**config.mk**
```make
export PLATFORM = sky130hd
export DESIGN_NAME = data_lsu_flat
export DESIGN_NICKNAME = d
export VERILOG_FILES = /design/src/rtl/data_lsu_if.sv /design/src/rtl/data_lsu.sv /design/src/flat_wrapper.sv
export SDC_FILE = /design/constraint.sdc
export NUM_CORES = 1
export LEC_CHECK = 0
export ABC_AREA = 1
export CORE_MARGIN = 2
export CORE_UTILIZATION = 51
export CTS_CLUSTER_DIAMETER = 120
export CTS_CLUSTER_SIZE = 25
export DETAILED_ROUTE_END_ITERATION = 10
export MAX_ROUTING_LAYER = met4
export PLACE_DENSITY = 0.84
export SETUP_SLACK_MARGIN = 0.02
export SLEW_MARGIN = 20
export SYNTH_ARGS = -nofsm -noshare
export SYNTH_HDL_FRONTEND = slang
export SYNTH_SLANG_ARGS = --single-unit
```
**constraint.sdc**
```tcl
create_clock -name clk -period 3 [get_ports clk]
set_clock_uncertainty 0.05 [all_clocks]
set_input_delay 0.3 -clock clk [delete_from_list [all_inputs] [get_ports clk]]
set_output_delay 0.3 -clock clk [all_outputs]
set_load 0.1 [all_outputs]
```
**src/rtl/data_lsu_if.sv**
```systemverilog
// data_lsu_if: request/response bus between the datapath and the LSU,
// plus the word-addressed data-memory port the LSU drives.
interface data_lsu_if;
    logic        req;
    logic        we;
    logic [2:0]  dt;
    logic [31:0] addr;
    logic [31:0] wdata;
    logic [31:0] rdata;
    logic        done;
    logic        busy;
    logic        fault;
    logic [31:0] mem_addr;
    logic        mem_we;
    logic [31:0] mem_wd;
    logic [31:0] mem_rd;

    modport slave (
        input  req, we, dt, addr, wdata, mem_rd,
        output rdata, done, busy, fault, mem_addr, mem_we, mem_wd
    );

    modport master (
        output req, we, dt, addr, wdata, mem_rd,
        input  rdata, done, busy, fault, mem_addr, mem_we, mem_wd
    );
endinterface

```
**src/rtl/data_lsu.sv**
```systemverilog
// data_lsu: byte/half/word load-store unit in front of a word-addressed
// memory without byte enables. Sub-word stores are read-modify-write.
// Optional LSU_MISALIGNED_EN: misaligned accesses proceed, word-spanning
// ones use a second read/capture/write on the next word address.
module data_lsu (
    input  logic      clk,
    input  logic      rst,
    data_lsu_if.slave bus
);
    localparam int unsigned DW = 32;

    typedef enum logic [2:0] {IDLE, RD, CAP, RD2, CAP2, WR, WR2, DONE} state_e;

    state_e          state_q, state_d;
    logic            we_q, we_d;
    logic [2:0]      dt_q, dt_d;
    logic [DW-1:0]   addr_q, addr_d;
    logic [DW-1:0]   wdata_q, wdata_d;
    logic [DW-1:0]   word0_q, word0_d;
    logic [DW-1:0]   rdata_q, rdata_d;
    logic            done_q, done_d;
    logic            fault_q, fault_d;
    logic            busy_q, busy_d;
    logic [DW-1:0]   maddr_q, maddr_d;
    logic            mwe_q, mwe_d;
    logic [DW-1:0]   mwd_q, mwd_d;
    logic            illegal_c, reject_c, split_req_c;
`ifdef LSU_MISALIGNED_EN
    logic            split_q, split_d;
    logic [DW-1:0]   word1_q, word1_d;
    logic [2:0]      req_sz_c;
`else
    logic            misaligned_c;
`endif

    function automatic logic [2:0] size_of(input logic [1:0] code);
        case (code)
            2'b00:   return 3'd1;
            2'b01:   return 3'd2;
            default: return 3'd4;
        endcase
    endfunction

    // Replace the access bytes falling in word `hi` of the two-word window.
    function automatic logic [31:0] merge_word(input logic [31:0] old_word,
                                               input logic [31:0] wd,
                                               input logic [1:0]  off,
                                               input logic [2:0]  sz,
                                               input logic        hi);
        logic [31:0] res;
        logic [2:0]  pos, rel;
        res = old_word;
        for (int i = 0; i < 4; i++) begin
            pos = {hi, 2'(i)};
            rel = pos - {1'b0, off};
            if ((pos >= {1'b0, off}) && (rel < sz))
                res[i*8 +: 8] = wd[{rel[1:0], 3'b000} +: 8];
        end
        return res;
    endfunction

    // Pick bytes [off .. off+size-1] of {hi, lo} and extend per funct3.
    function automatic logic [31:0] extract(input logic [31:0] lo,
                                            input logic [31:0] hi,
                                            input logic [1:0]  off,
                                            input logic [2:0]  dt);
        logic [63:0] pair;
        logic [5:0]  base;
        logic [7:0]  b0, b1, b2, b3;
        pair = {hi, lo};
        base = {1'b0, off, 3'b000};
        b0 = pair[base +: 8];
        b1 = pair[base + 6'd8 +: 8];
        b2 = pair[base + 6'd16 +: 8];
        b3 = pair[base + 6'd24 +: 8];
        case (dt)
            3'b000:  return {{24{b0[7]}}, b0};
            3'b001:  return {{16{b1[7]}}, b1, b0};
            3'b010:  return {b3, b2, b1, b0};
            3'b100:  return {24'h0, b0};
            3'b101:  return {16'h0, b1, b0};
            default: return 32'h0;
        endcase
    endfunction

    // Request classification from the live request inputs
    assign illegal_c = (bus.dt == 3'b011) || (bus.dt == 3'b110) ||
                       (bus.dt == 3'b111) || (bus.we && bus.dt[2]);
`ifdef LSU_MISALIGNED_EN
    assign req_sz_c    = size_of(bus.dt[1:0]);
    assign split_req_c = (3'({1'b0, bus.addr[1:0]}) + req_sz_c) > 3'd4;
    assign reject_c    = illegal_c;
`else
    assign misaligned_c = ((bus.dt[1:0] == 2'b01) && bus.addr[0]) ||
                          ((bus.dt[1:0] == 2'b10) && (bus.addr[1:0] != 2'b00));
    assign reject_c     = illegal_c || misaligned_c;
    assign split_req_c  = 1'b0;
`endif

    // Next state, latched request/data and next values of registered outputs
    always_comb begin
        state_d = state_q;
        we_d    = we_q;
        dt_d    = dt_q;
        addr_d  = addr_q;
        wdata_d = wdata_q;
        word0_d = word0_q;
        rdata_d = rdata_q;
`ifdef LSU_MISALIGNED_EN
        split_d = split_q;
        word1_d = word1_q;
`endif
        case (state_q)
            IDLE: begin
                if (bus.req) begin
                    we_d    = bus.we;
                    dt_d    = bus.dt;
                    addr_d  = bus.addr;
                    wdata_d = bus.wdata;
                    word0_d = bus.wdata;
`ifdef LSU_MISALIGNED_EN
                    split_d = split_req_c;
`endif
                    if (reject_c)
                        state_d = DONE;
                    else if (bus.we && (bus.dt[1:0] == 2'b10) && !split_req_c)
                        state_d = WR;
                    else
                        state_d = RD;
                end
            end
            RD: state_d = CAP;
            CAP: begin
                word0_d = we_q ? merge_word(bus.mem_rd, wdata_q, addr_q[1:0],
                                            size_of(dt_q[1:0]), 1'b0)
                               : bus.mem_rd;
`ifdef LSU_MISALIGNED_EN
                if (split_q)
                    state_d = RD2;
                else
`endif
                if (we_q)
                    state_d = WR;
                else begin
                    rdata_d = extract(bus.mem_rd, 32'h0, addr_q[1:0], dt_q);
                    state_d = DONE;
                end
            end
`ifdef LSU_MISALIGNED_EN
            RD2: state_d = CAP2;
            CAP2: begin
                if (we_q) begin
                    word1_d = merge_word(bus.mem_rd, wdata_q, addr_q[1:0],
                                         size_of(dt_q[1:0]), 1'b1);
                    state_d = WR;
                end else begin
                    rdata_d = extract(word0_q, bus.mem_rd, addr_q[1:0], dt_q);
                    state_d = DONE;
                end
            end
            WR:  state_d = split_q ? WR2 : DONE;
            WR2: state_d = DONE;
`else
            WR:  state_d = DONE;
`endif
            DONE:    state_d = IDLE;
            default: state_d = IDLE;
        endcase

        busy_d  = (state_d != IDLE);
        done_d  = (state_d == DONE);
        fault_d = (state_q == IDLE) && (state_d == DONE);
        maddr_d = '0;
        mwe_d   = 1'b0;
        mwd_d   = '0;
        case (state_d)
            RD, CAP: maddr_d = {addr_d[31:2], 2'b00};
            WR: begin
                maddr_d = {addr_d[31:2], 2'b00};
                mwe_d   = 1'b1;
                mwd_d   = word0_d;
            end
`ifdef LSU_MISALIGNED_EN
            RD2, CAP2: maddr_d = {addr_d[31:2] + 30'd1, 2'b00};
            WR2: begin
                maddr_d = {addr_d[31:2] + 30'd1, 2'b00};
                mwe_d   = 1'b1;
                mwd_d   = word1_d;
            end
`endif
            default: ;
        endcase
    end

    // State and output registers with synchronous reset
    always_ff @(posedge clk) begin
        if (rst) begin
            state_q <= IDLE;
            we_q    <= 1'b0;
            dt_q    <= '0;
            addr_q  <= '0;
            wdata_q <= '0;
            word0_q <= '0;
            rdata_q <= '0;
            done_q  <= 1'b0;
            fault_q <= 1'b0;
            busy_q  <= 1'b0;
            maddr_q <= '0;
            mwe_q   <= 1'b0;
            mwd_q   <= '0;
`ifdef LSU_MISALIGNED_EN
            split_q <= 1'b0;
            word1_q <= '0;
`endif
        end else begin
            state_q <= state_d;
            we_q    <= we_d;
            dt_q    <= dt_d;
            addr_q  <= addr_d;
            wdata_q <= wdata_d;
            word0_q <= word0_d;
            rdata_q <= rdata_d;
            done_q  <= done_d;
            fault_q <= fault_d;
            busy_q  <= busy_d;
            maddr_q <= maddr_d;
            mwe_q   <= mwe_d;
            mwd_q   <= mwd_d;
`ifdef LSU_MISALIGNED_EN
            split_q <= split_d;
            word1_q <= word1_d;
`endif
        end
    end

    assign bus.rdata    = rdata_q;
    assign bus.done     = done_q;
    assign bus.fault    = fault_q;
    assign bus.busy     = busy_q;
    assign bus.mem_addr = maddr_q;
    assign bus.mem_we   = mwe_q;
    assign bus.mem_wd   = mwd_q;
endmodule

```
**src/flat_wrapper.sv**
```systemverilog
// flat-port wrapper written by rule: the top's interface ports become plain ports
module data_lsu_flat 
  (clk, rst, bus_req, bus_we, bus_dt, bus_addr, bus_wdata, bus_mem_rd, bus_rdata, bus_done, bus_busy, bus_fault, bus_mem_addr, bus_mem_we, bus_mem_wd);
  data_lsu_if bus_i ();
  input  logic clk;
  input  logic rst;
  input wire logic [$bits(bus_i.req)-1:0] bus_req;
  input wire logic [$bits(bus_i.we)-1:0] bus_we;
  input wire logic [$bits(bus_i.dt)-1:0] bus_dt;
  input wire logic [$bits(bus_i.addr)-1:0] bus_addr;
  input wire logic [$bits(bus_i.wdata)-1:0] bus_wdata;
  input wire logic [$bits(bus_i.mem_rd)-1:0] bus_mem_rd;
  output wire logic [$bits(bus_i.rdata)-1:0] bus_rdata;
  output wire logic [$bits(bus_i.done)-1:0] bus_done;
  output wire logic [$bits(bus_i.busy)-1:0] bus_busy;
  output wire logic [$bits(bus_i.fault)-1:0] bus_fault;
  output wire logic [$bits(bus_i.mem_addr)-1:0] bus_mem_addr;
  output wire logic [$bits(bus_i.mem_we)-1:0] bus_mem_we;
  output wire logic [$bits(bus_i.mem_wd)-1:0] bus_mem_wd;
  assign bus_i.req = bus_req;
  assign bus_i.we = bus_we;
  assign bus_i.dt = bus_dt;
  assign bus_i.addr = bus_addr;
  assign bus_i.wdata = bus_wdata;
  assign bus_i.mem_rd = bus_mem_rd;
  assign bus_rdata = bus_i.rdata;
  assign bus_done = bus_i.done;
  assign bus_busy = bus_i.busy;
  assign bus_fault = bus_i.fault;
  assign bus_mem_addr = bus_i.mem_addr;
  assign bus_mem_we = bus_i.mem_we;
  assign bus_mem_wd = bus_i.mem_wd;
  data_lsu u_core (.clk(clk), .rst(rst), .bus(bus_i));
endmodule
```
==> metrics.cfg, run 1 <==
[route]
routedWlPerCell_um = 16.2
ant_nets = 0
vias = 8817
post-route-drc-count = 0
via_per_inst = 5.25
wl_um = 27200
first_pass_iters = 5
drt-initial-drc-count = 822

[grt]
grt_usage_pct = 29.3
grt_max_degree = 74
grt_first_pass_wirelength_um = 42300
antenna_found_initial = 0
grt_remaining_overflow = 0
grt_pass1_vias = 8129

[setup_path]
reg2reg_from = u_core.addr_q[1]
arrival_ps = 3000
endpoint = u_core.bus.mem_wd[22]
reg2reg_to = u_core.bus.mem_wd[22]
worstSetupStartpointType = register
worstPathMaxFanout = 14
required_ps = 3360
startpoint = u_core.addr_q[1]
rr_worst_depth = 13
rrSetupSlack_ps = 360
worstSetupEndpointType = register
crit_type = reg2reg

[power_and_ir_drop]
p_per_area_mw_per_mm2 = 902
ir_drop_mv = 0.780
p_leak_uw = 0.00528
power_uw = 10200

[timing]
tightest_slew_ps = 984
rsz0062_at_grt = no
layout_worst_path_cycle_share_pct = 88.1
setup_viol = 0
setup_ws_ps = 357
fmax_ghz = 0.378
final_max_slew_viol_count = 0
fin_tns_setup_ps = 0
min_period_ps = 2640
slew_headroom_pct = 34.4
hold_viol_final = 0

[floorplan]
die_y_um = 137
dieArea_mm2 = 0.0189
die_w_um = 137
rows = 48
core_area_mm2 = 0.0174
io_pins = 203
initial_core_util_pct = 52.3

[synth]
synthTopCellsByArea = dfxtp_1, nand2_1, a21oi_1
synth_top_area_share_pct = 44.3
synth_area_mm2 = 0.00908
syn_area_per_cell_um2 = 7.00
yosysWarnings = 0
netlist_instances = 1297
ys_ff_latch = 201
synth.distinct_cells = 34
yosys.area.top_type = dfxtp_1
seq_area_frac_synth_pct = 44.3

[run_status]
status = completed

[cts]
clock_sinks = 201
postCtsSetupBuffers = 0
cts_made_buffers = 12
clock_path_buffers = 3
cts_tree = yes
clock_latency_ps = 470
h-tree-depth = 1
clk_pin_slew_ps = 100
hold_buffers = 0
cts_root_buf = clkbuf_16
post_cts_resized = 0

[cells_and_area]
antenna_cells_inserted = 0
synthToLayoutAreaGrowth_pct = 24.0
nets = 1566
stdcell_count = 1681
drive_above_1_share_pct = 10.6

[job]
maxCapViolations = 0

[place]
post-dp-hpwl_um = 20100
place.gp.congestion = 1.00
preCtsSetupSlack_ps = 453
port_buffers = 200
dp_cells = 1666

[hold_path]
hold_path_class = in2reg

==> sequential cells by signal, indices dropped and copies added (netlist names) <==
| register | flops |
|---|---|
| u_core.addr_q | 32 |
| u_core.bus.mem_wd | 32 |
| u_core.bus.rdata | 32 |
| u_core.wdata_q | 32 |
| u_core.word0_q | 32 |
| u_core.bus.mem_addr | 30 |
| u_core.dt_q | 3 |
| u_core.state_q | 3 |
| u_core.bus.busy | 1 |
| u_core.bus.done | 1 |
| u_core.bus.fault | 1 |
| u_core.bus.mem_we | 1 |
| u_core.we_q | 1 |
==> how the worst min path moves through the flow <==
stage                                     from              endpoint  slack, ps  cells after the start
after floorplan                      bus_dt[2]        u_core.dt_q[2]        390                      2
after global placement     u_core.bus.rdata[5]   u_core.bus.rdata[5]        400                      2
after detailed placement  u_core.bus.rdata[19]  u_core.bus.rdata[19]        410                      2
after CTS                         bus_wdata[5]     u_core.wdata_q[5]        340                      3
after global routing              bus_wdata[2]     u_core.wdata_q[2]        360                      3
final                            bus_wdata[12]    u_core.wdata_q[12]        340                      3
==> cell families (layout without fill, tap and decap cells) <==
family          after synthesis  after routing  share of synthesized area, %
mux                          30             30                          3.31
buf+inv                     213            371                          9.89
compound gates              203            203                          12.0
flops                       201            201                          44.3
simple gates                641            641                          29.4
fa+ha+maj                     8              8                          1.10
other cells                   1              2                        0.0413
==> metal layers <==
layer  vias up  wire (µm)  global-route usage, %
met2       380      12300                   45.4
met4         0        917                   9.56
li1       4389          -                      -
met5         -          0                      -
met1      3989      11800                   39.6
met3        59       2210                   4.38
==> critical path: stages (launching register included) <==
cell	delay, ps
dfxtp_1	680
inv_1	200
ha_1	340
inv_1	50
ha_1	280
nand2_1	60
nand2_1	60
nand2_2	160
nand2_1	250
nand2_1	120
nand3_1	70
nand2_1	70
nand2_1	60
nor2_1	100
==> power breakdown <==
| part | internal (µW) | total, µW | switching [µW] |
|---|---|---|---|
| Sequential | 3160 | 3410 | 244 |
| Combinational | 1300 | 5050 | 3750 |
| Clock | 802 | 1710 | 904 |
==> cell type report <==
| class | instances | area (µm²) |
|---|---|---|
| Sequential cell | 201 | 4030 |
| Multi-Input combinational cell | 884 | 4170 |
| Tap cell | 225 | 282 |
| Fill cell | 1588 | 6090 |
| Clock inverter | 1 | 30.0 |
| Clock buffer | 14 | 329 |
| Timing Repair Buffer | 217 | 1910 |
| Inverter | 139 | 527 |
==> through the flow <==
step	area, µm²	hold WS [ps]	utilization, %
6_report	11300	343	64.9
3_5_place_dp	10900	410	62.8
3_3_place_gp	10900	403	62.8
2_1_floorplan	9090	394	-
5_1_grt	11300	363	64.9
4_1_cts	11300	337	64.9
==> placed cells by master, fill, tap and decap left out, types with 2 or more instances in the layout <==
cell type        synthesis  layout
a21o_1                   2       2
a21oi_1                103     103
buf_4                   11     106
clkbuf_16                0      13
clkdlybuf4s50_1          0     111
conb_1                   1       2
dfxtp_1                201     200
ha_1                     8       8
inv_1                  130     130
inv_2                    6       6
inv_4                    2       2
mux2i_1                 30      30
nand2_1                399     399
nand2_2                  6       6
nand3_1                 87      87
nand3_4                  2       2
nand4_1                  9       9
nor2_1                 119     119
nor2_2                  10      10
nor2_4                   3       3
o211ai_1                21      21
o21ai_0                 68      68
o21ai_1                  7       7
==> cell usage after synthesis (all sizes together) <==
| cell type | instances |
|---|---|
| a21oi | 103 |
| ha | 8 |
| o21a | 1 |
| o21ai | 75 |
| clkbuf | 32 |
| o211ai | 21 |
| nand3 | 90 |
| clkinv | 1 |
| conb | 1 |
| nor3 | 2 |
| a21o | 2 |
| dfxtp | 201 |
| buf | 42 |
| inv | 138 |
| mux2i | 30 |
| nand4 | 9 |
| a21boi | 1 |
| nand2 | 406 |
| nor2 | 133 |
| nand3b | 1 |
No activity file was read; power rests on OpenSTA's default activity.
==> inputs of run 2 (changes only) <==
Settings changed: CAP_MARGIN set to 5, SKIP_LAST_GASP set to 1.
==> results of run 2 <==
Same layout as run 1: the final DEF is identical, and so are final timing and power.
